`src/rtl/sum_display_pkg.sv`:
```
// Shared constants for the adder-sum display driver: FSM encodings, 7-segment
// codes (active-low, {g,f,e,d,c,b,a}) and the double-dabble helper.
package sum_display_pkg;

  localparam int unsigned DATA_W     = 9;
  localparam int unsigned ITER_COUNT = 9;

  localparam logic [1:0] ST_IDLE  = 2'd0;
  localparam logic [1:0] ST_SHIFT = 2'd1;
  localparam logic [1:0] ST_DONE  = 2'd2;

  localparam logic [6:0] SEG_BLANK = 7'b1111111;
  localparam logic [6:0] SEG_0     = 7'b1000000;
  localparam logic [6:0] SEG_1     = 7'b1111001;
  localparam logic [6:0] SEG_2     = 7'b0100100;
  localparam logic [6:0] SEG_3     = 7'b0110000;
  localparam logic [6:0] SEG_4     = 7'b0011001;
  localparam logic [6:0] SEG_5     = 7'b0010010;
  localparam logic [6:0] SEG_6     = 7'b0000010;
  localparam logic [6:0] SEG_7     = 7'b1111000;
  localparam logic [6:0] SEG_8     = 7'b0000000;
  localparam logic [6:0] SEG_9     = 7'b0010000;

  // Double-dabble correction: a nibble >= 5 would overflow past 9 after the shift.
  function automatic logic [3:0] add3(input logic [3:0] d);
    return (d >= 4'd5) ? (d + 4'd3) : d;
  endfunction

endpackage

```
`src/rtl/bcd7seg_decode.sv`:
```
// Combinational BCD digit to active-low 7-segment decoder with a blank override.
module bcd7seg_decode
  import sum_display_pkg::*;
(
  input  logic [3:0] digit,
  input  logic       blank,
  output logic [6:0] seg
);

  // Decode one digit; non-decimal codes also render blank.
  always_comb begin
    seg = SEG_BLANK;
    if (!blank) begin
      case (digit)
        4'd0:    seg = SEG_0;
        4'd1:    seg = SEG_1;
        4'd2:    seg = SEG_2;
        4'd3:    seg = SEG_3;
        4'd4:    seg = SEG_4;
        4'd5:    seg = SEG_5;
        4'd6:    seg = SEG_6;
        4'd7:    seg = SEG_7;
        4'd8:    seg = SEG_8;
        4'd9:    seg = SEG_9;
        default: seg = SEG_BLANK;
      endcase
    end
  end

endmodule

```
`src/rtl/sum_display_driver.sv`:
```
// Captures the 9-bit adder result {Cout,S}, converts it to 3-digit BCD with a
// sequential double-dabble engine and scans the digits onto a common-anode
// 7-segment display. Optional macro LEAD_ZERO_BLANK_EN blanks leading zeros.
module sum_display_driver
  import sum_display_pkg::*;
#(
  parameter int unsigned REFRESH_CYCLES = 50000
) (
  input  logic        clk,
  input  logic        rst_n,
  input  logic [7:0]  S_in,
  input  logic        Cout_in,
  input  logic        load,
  output logic        busy,
  output logic        bcd_valid,
  output logic [11:0] bcd_out,
  output logic [6:0]  seg,
  output logic [2:0]  an
);

  localparam int unsigned CNT_W = (REFRESH_CYCLES > 2) ? $clog2(REFRESH_CYCLES) : 1;
  localparam logic [CNT_W-1:0] CNT_MAX = CNT_W'(REFRESH_CYCLES - 1);
  localparam logic [3:0] ITER_LAST = 4'(ITER_COUNT - 1);

  logic [1:0]        state_q, state_d;
  logic [DATA_W-1:0] shift_q, shift_d;
  logic [11:0]       acc_q, acc_d;
  logic [11:0]       acc_adj;
  logic [3:0]        iter_q, iter_d;
  logic [11:0]       bcd_out_q, bcd_out_d;
  logic              have_q, have_d;

  logic [CNT_W-1:0]  cnt_q;
  logic [1:0]        idx_q;
  logic [3:0]        digit;
  logic              blank;

  // Conversion FSM next-state: capture, nine correct-and-shift steps, then publish.
  always_comb begin
    state_d   = state_q;
    shift_d   = shift_q;
    acc_d     = acc_q;
    iter_d    = iter_q;
    bcd_out_d = bcd_out_q;
    have_d    = have_q;
    acc_adj   = {add3(acc_q[11:8]), add3(acc_q[7:4]), add3(acc_q[3:0])};
    case (state_q)
      ST_IDLE: begin
        if (load) begin
          shift_d = {Cout_in, S_in};
          acc_d   = '0;
          iter_d  = '0;
          state_d = ST_SHIFT;
        end
      end
      ST_SHIFT: begin
        {acc_d, shift_d} = {acc_adj[10:0], shift_q, 1'b0};
        iter_d = iter_q + 4'd1;
        if (iter_q == ITER_LAST) begin
          bcd_out_d = acc_d;
          state_d   = ST_DONE;
        end
      end
      ST_DONE: begin
        have_d  = 1'b1;
        state_d = ST_IDLE;
      end
      default: state_d = ST_IDLE;
    endcase
  end

  // Conversion state registers; reset aborts any in-flight conversion.
  always_ff @(posedge clk or negedge rst_n) begin
    if (!rst_n) begin
      state_q   <= ST_IDLE;
      shift_q   <= '0;
      acc_q     <= '0;
      iter_q    <= '0;
      bcd_out_q <= '0;
      have_q    <= 1'b0;
    end else begin
      state_q   <= state_d;
      shift_q   <= shift_d;
      acc_q     <= acc_d;
      iter_q    <= iter_d;
      bcd_out_q <= bcd_out_d;
      have_q    <= have_d;
    end
  end

  assign busy      = (state_q != ST_IDLE);
  assign bcd_valid = (state_q == ST_DONE);
  assign bcd_out   = bcd_out_q;

  // Free-running refresh counter; each wrap advances the scanned digit.
  always_ff @(posedge clk or negedge rst_n) begin
    if (!rst_n) begin
      cnt_q <= '0;
      idx_q <= 2'd0;
    end else if (cnt_q == CNT_MAX) begin
      cnt_q <= '0;
      idx_q <= (idx_q == 2'd2) ? 2'd0 : idx_q + 2'd1;
    end else begin
      cnt_q <= cnt_q + 1'b1;
    end
  end

  // Anode decode and digit select from the held result only.
  always_comb begin
    an    = 3'b110;
    digit = bcd_out_q[3:0];
    blank = !have_q;
    case (idx_q)
      2'd1: begin
        an    = 3'b101;
        digit = bcd_out_q[7:4];
`ifdef LEAD_ZERO_BLANK_EN
        if (bcd_out_q[11:4] == 8'd0) blank = 1'b1;
`endif
      end
      2'd2: begin
        an    = 3'b011;
        digit = bcd_out_q[11:8];
`ifdef LEAD_ZERO_BLANK_EN
        if (bcd_out_q[11:8] == 4'd0) blank = 1'b1;
`endif
      end
      default: ;
    endcase
  end

  bcd7seg_decode u_decode (
    .digit (digit),
    .blank (blank),
    .seg   (seg)
  );

endmodule
```
`config.mk`:
```
export PLATFORM = sky130hd
export DESIGN_NAME = sum_display_driver
export DESIGN_NICKNAME = d
export VERILOG_FILES = /design/src/rtl/sum_display_pkg.sv /design/src/rtl/bcd7seg_decode.sv /design/src/rtl/sum_display_driver.sv
export SDC_FILE = /design/constraint.sdc
export NUM_CORES = 1
export LEC_CHECK = 0
export ABC_AREA = 1
export CELL_PAD_IN_SITES_DETAIL_PLACEMENT = 0
export CELL_PAD_IN_SITES_GLOBAL_PLACEMENT = 1
export CORE_MARGIN = 2
export CORE_UTILIZATION = 46
export CTS_CLUSTER_DIAMETER = 150
export DETAILED_ROUTE_END_ITERATION = 8
export DONT_BUFFER_PORTS = 1
export PLACE_DENSITY = 0.84
export SYNTH_ARGS = -nofsm -noshare
export SYNTH_HDL_FRONTEND = slang
export SYNTH_SLANG_ARGS = --single-unit
```
`constraint.sdc`:
```
create_clock -name clk -period 2.8 [get_ports clk]
set_input_delay 0.42 -clock clk [delete_from_list [all_inputs] [get_ports clk]]
set_output_delay 0.42 -clock clk [all_outputs]
set_load 0.02 [all_outputs]
```
==> flow_metrics.env <==
export IMPL_synth_warnings=0
export IMPL_fill_cells=653
export IMPL_powerDensity_nw_per_um2=1040
export IMPL_row_count=30
export IMPL_worstSetupEndpointType="output pin"
export IMPL_grt_usage=0.185
export IMPL_hold_path_depth=2
export IMPL_clock_sinks=58
export IMPL_tns_ns=0
export IMPL_drt_iter0_markers=91
export IMPL_synth_cell_type_count=33
export IMPL_vias_per_cell=5.10
export IMPL_cts_buffers_inserted=9
export IMPL_port_buffers=0
export IMPL_finalHoldViolations=0
export IMPL_grt_overflow=0
export IMPL_grt_pass1_wl_um=10900
export IMPL_drc=0
export IMPL_async_flop_share=1.00
export IMPL_rrSetupSlack_ns=0.96
export IMPL_cts_root_buf="clkbuf_8"
export IMPL_worst_hold_path_type="primary input to flip-flop"
export IMPL_synthMostInstantiatedCell="nand2_1"
export IMPL_globalplace_congestion=0.801
export IMPL_worst_pin_slew_ns=0.547
export IMPL_power_w=0.00369
export IMPL_power_leakage_nw=1.76
export IMPL_final_nets=440
export IMPL_ioPinCount=36
export IMPL_slew_violations=0
export IMPL_drt_wl_total_um=6520
export IMPL_regArea_sq_um=1450
export IMPL_cp_max_fo=9
export IMPL_start_kind="flip-flop"
export IMPL_multi_input_area_sq_um=1500
export IMPL_cts_buffer_depth=2
export IMPL_synth_common_cells="115 x nand2_1, 58 x dfrtp_1, 51 x inv_1"
export IMPL_syn_avg_cell_area_sq_um=7.87
export IMPL_syn_area_sq_um=3190
export IMPL_fin_skew_ns=0.00908
export IMPL_syn_num_nets=433
export IMPL_cts_setup_buffers=0
export IMPL_drive_gt1_frac=0.0815
export IMPL_cts_tree="built"
export IMPL_n_antenna_cell=0
export IMPL_synth_top_area_cell="dfrtp_1"
export IMPL_crit_type="flip-flop to output pin"
export IMPL_grt_pass1_vias=2337
export IMPL_hold_ws_ns=0.223
export IMPL_yosys_register_bits=58
export IMPL_ir_drop_mv=0.518
export IMPL_die_w_um=87.3
export IMPL_initial_core_util=0.472
export IMPL_critical_path_required_ns=2.38
export IMPL_cap_violations=0
export IMPL_cp_arrival_ns=2.19
export IMPL_cp_slowest_cell="dfrtp_1"
export IMPL_period_share=0.934
export IMPL_postSynthCellCount=405
export IMPL_max_slew_margin_rel=0.635
export IMPL_cp_cell_sequence="inv_1 > ha_4 > inv_2 > nand2_1 > nand2_2 > inv_1 > ha_1 > or2_0 > nand2_2"
export IMPL_grt_setup_unrepaired="no"
export IMPL_setup_viol_count_final=0
export IMPL_dp_hpwl_um=4810
export IMPL_antenna_found_initial=0
export IMPL_dieArea_sq_um=7610
export IMPL_wl_per_cell_um=13.1
export IMPL_die_h_um=87.3
export IMPL_critPathMaxStageDelay_ns=0.41
export IMPL_status="complete, no violations"
export IMPL_first_pass_iters=4
export IMPL_fmax_mhz=382
export IMPL_clk_latency_ns=0.34
export IMPL_vias=2535
export IMPL_grt_max_degree=59
export IMPL_clk_pin_slew_ns=0.06
export IMPL_yosys_top_cells_area="dfrtp_1 46%, nand2_1 14%, ha_1 6.3%, nand3_1 6.3%, inv_1 6.0%"
export IMPL_ys_seq_area_frac=0.455
export IMPL_synthFlopType="dfrtp_1"
export IMPL_period_minus_slack_ns=2.61
export IMPL_synth_edf_count=0
export IMPL_drtAntennaViolNets=0
export IMPL_htreeDepth=3
export IMPL_core_sq_um=6760
export IMPL_synth_top_area_frac=0.455
export IMPL_syn2layout_area_growth_pct=11.5
export IMPL_worstRegToRegCells=6
[final cells by class]
cell class                      count  area share
Clock inverter                      4      0.0204
Inverter                           54      0.0585
Clock buffer                       12      0.0465
Sequential cell                    58       0.408
Multi-Input combinational cell    285       0.423
Tap cell                           80      0.0282
Timing Repair Buffer                4      0.0148
[cells in the final DEF (no fill, tap or decap), drive strengths merged, types with 2 or more instances in the layout]
cell and n:
o22ai 2, dfrtp 58, nor2 33, o21a 2, inv 53, or2 2
a21oi 4, buf 3, xor2 9, clkinv 2, nand3 40, bufinv 2
a22oi 3, nand2 121, nand4 3, o211ai 7, o21ai 35, ha 16
nand3b 2, clkbuf 12, nor3 3
[stage by stage]
stage	util	setup WS (ns)	cells	instance area, sq um
6_report	0.526	0.185	497	3550
5_1_grt	0.526	0.0224	497	3550
4_1_cts	0.524	0.0355	497	3540
3_5_place_dp	0.483	0.318	479	3260
3_3_place_gp	0.483	0.355	479	3260
2_1_floorplan	-	0.458	405	3190
[sequential cells by signal (all words and copies together) (netlist names)]
| register | flops |
|---|---|
| state_q | 2 |
| acc_q | 12 |
| shift_q | 9 |
| iter_q | 4 |
| have_q | 1 |
| bcd_out | 12 |
| cnt_q | 16 |
| idx_q | 2 |
[cell families after synthesis]
kind of cell	synth area share
xor gates and xnor gates	0.0275
AOI/OAI and AO/OA	0.100
DFF	0.455
adders and majority gates	0.0628
buffers and inverters	0.0777
and+or+nand+nor	0.276
[report_power, final]
| part | internal, W | switching (W) | leakage, nW |
|---|---|---|---|
| clock network | 0.000572 | 0.000329 | 0.119 |
| logic | 0.000445 | 0.000922 | 0.908 |
| registers | 0.00110 | 0.000320 | 0.734 |
| total | 0.00212 | 0.00157 | 1.76 |
[layer usage]
metal,GRT usage,vias up,part of all wire
li1,-,1315,-
met1,0.235,1171,0.46
met2,0.300,38,0.48
met3,0.0417,11,0.039
met4,0.0839,0,0.017
met5,0,-,0
[worst max-delay path: cells and delay by family, from the launching register on]
kind,cells,cell delay (ns)
simple gates,4,0.57
fa+ha+maj,2,0.56
flops,1,0.41
buf+inv,3,0.33
[path summary, 6_finish.rpt]
kind,startpoint,endpoint
hold reg to reg,shift_q[2]$_DFFE_PN0P_,shift_q[2]$_DFFE_PN0P_
max in group asynchronous,rst_n,acc_q[3]$_DFFE_PN0P_
setup / recovery,idx_q[0]$_DFFE_PN0N_,seg[1]
setup reg to reg,state_q[1]$_DFFE_PN0P_,shift_q[3]$_DFFE_PN0P_
hold / removal,S_in[3],shift_q[3]$_DFFE_PN0P_
min in group asynchronous,rst_n,cnt_q[7]$_DFF_PN0_
[timing repair]
item | 4_1_cts | 5_1_grt
hold endpoints to repair | 58 | 0
gates resized for setup | 1 | 2
hold buffers | 2 | 0
endpoints found under the setup margin | 2 | 4
Power figures use the tool's default switching activity.
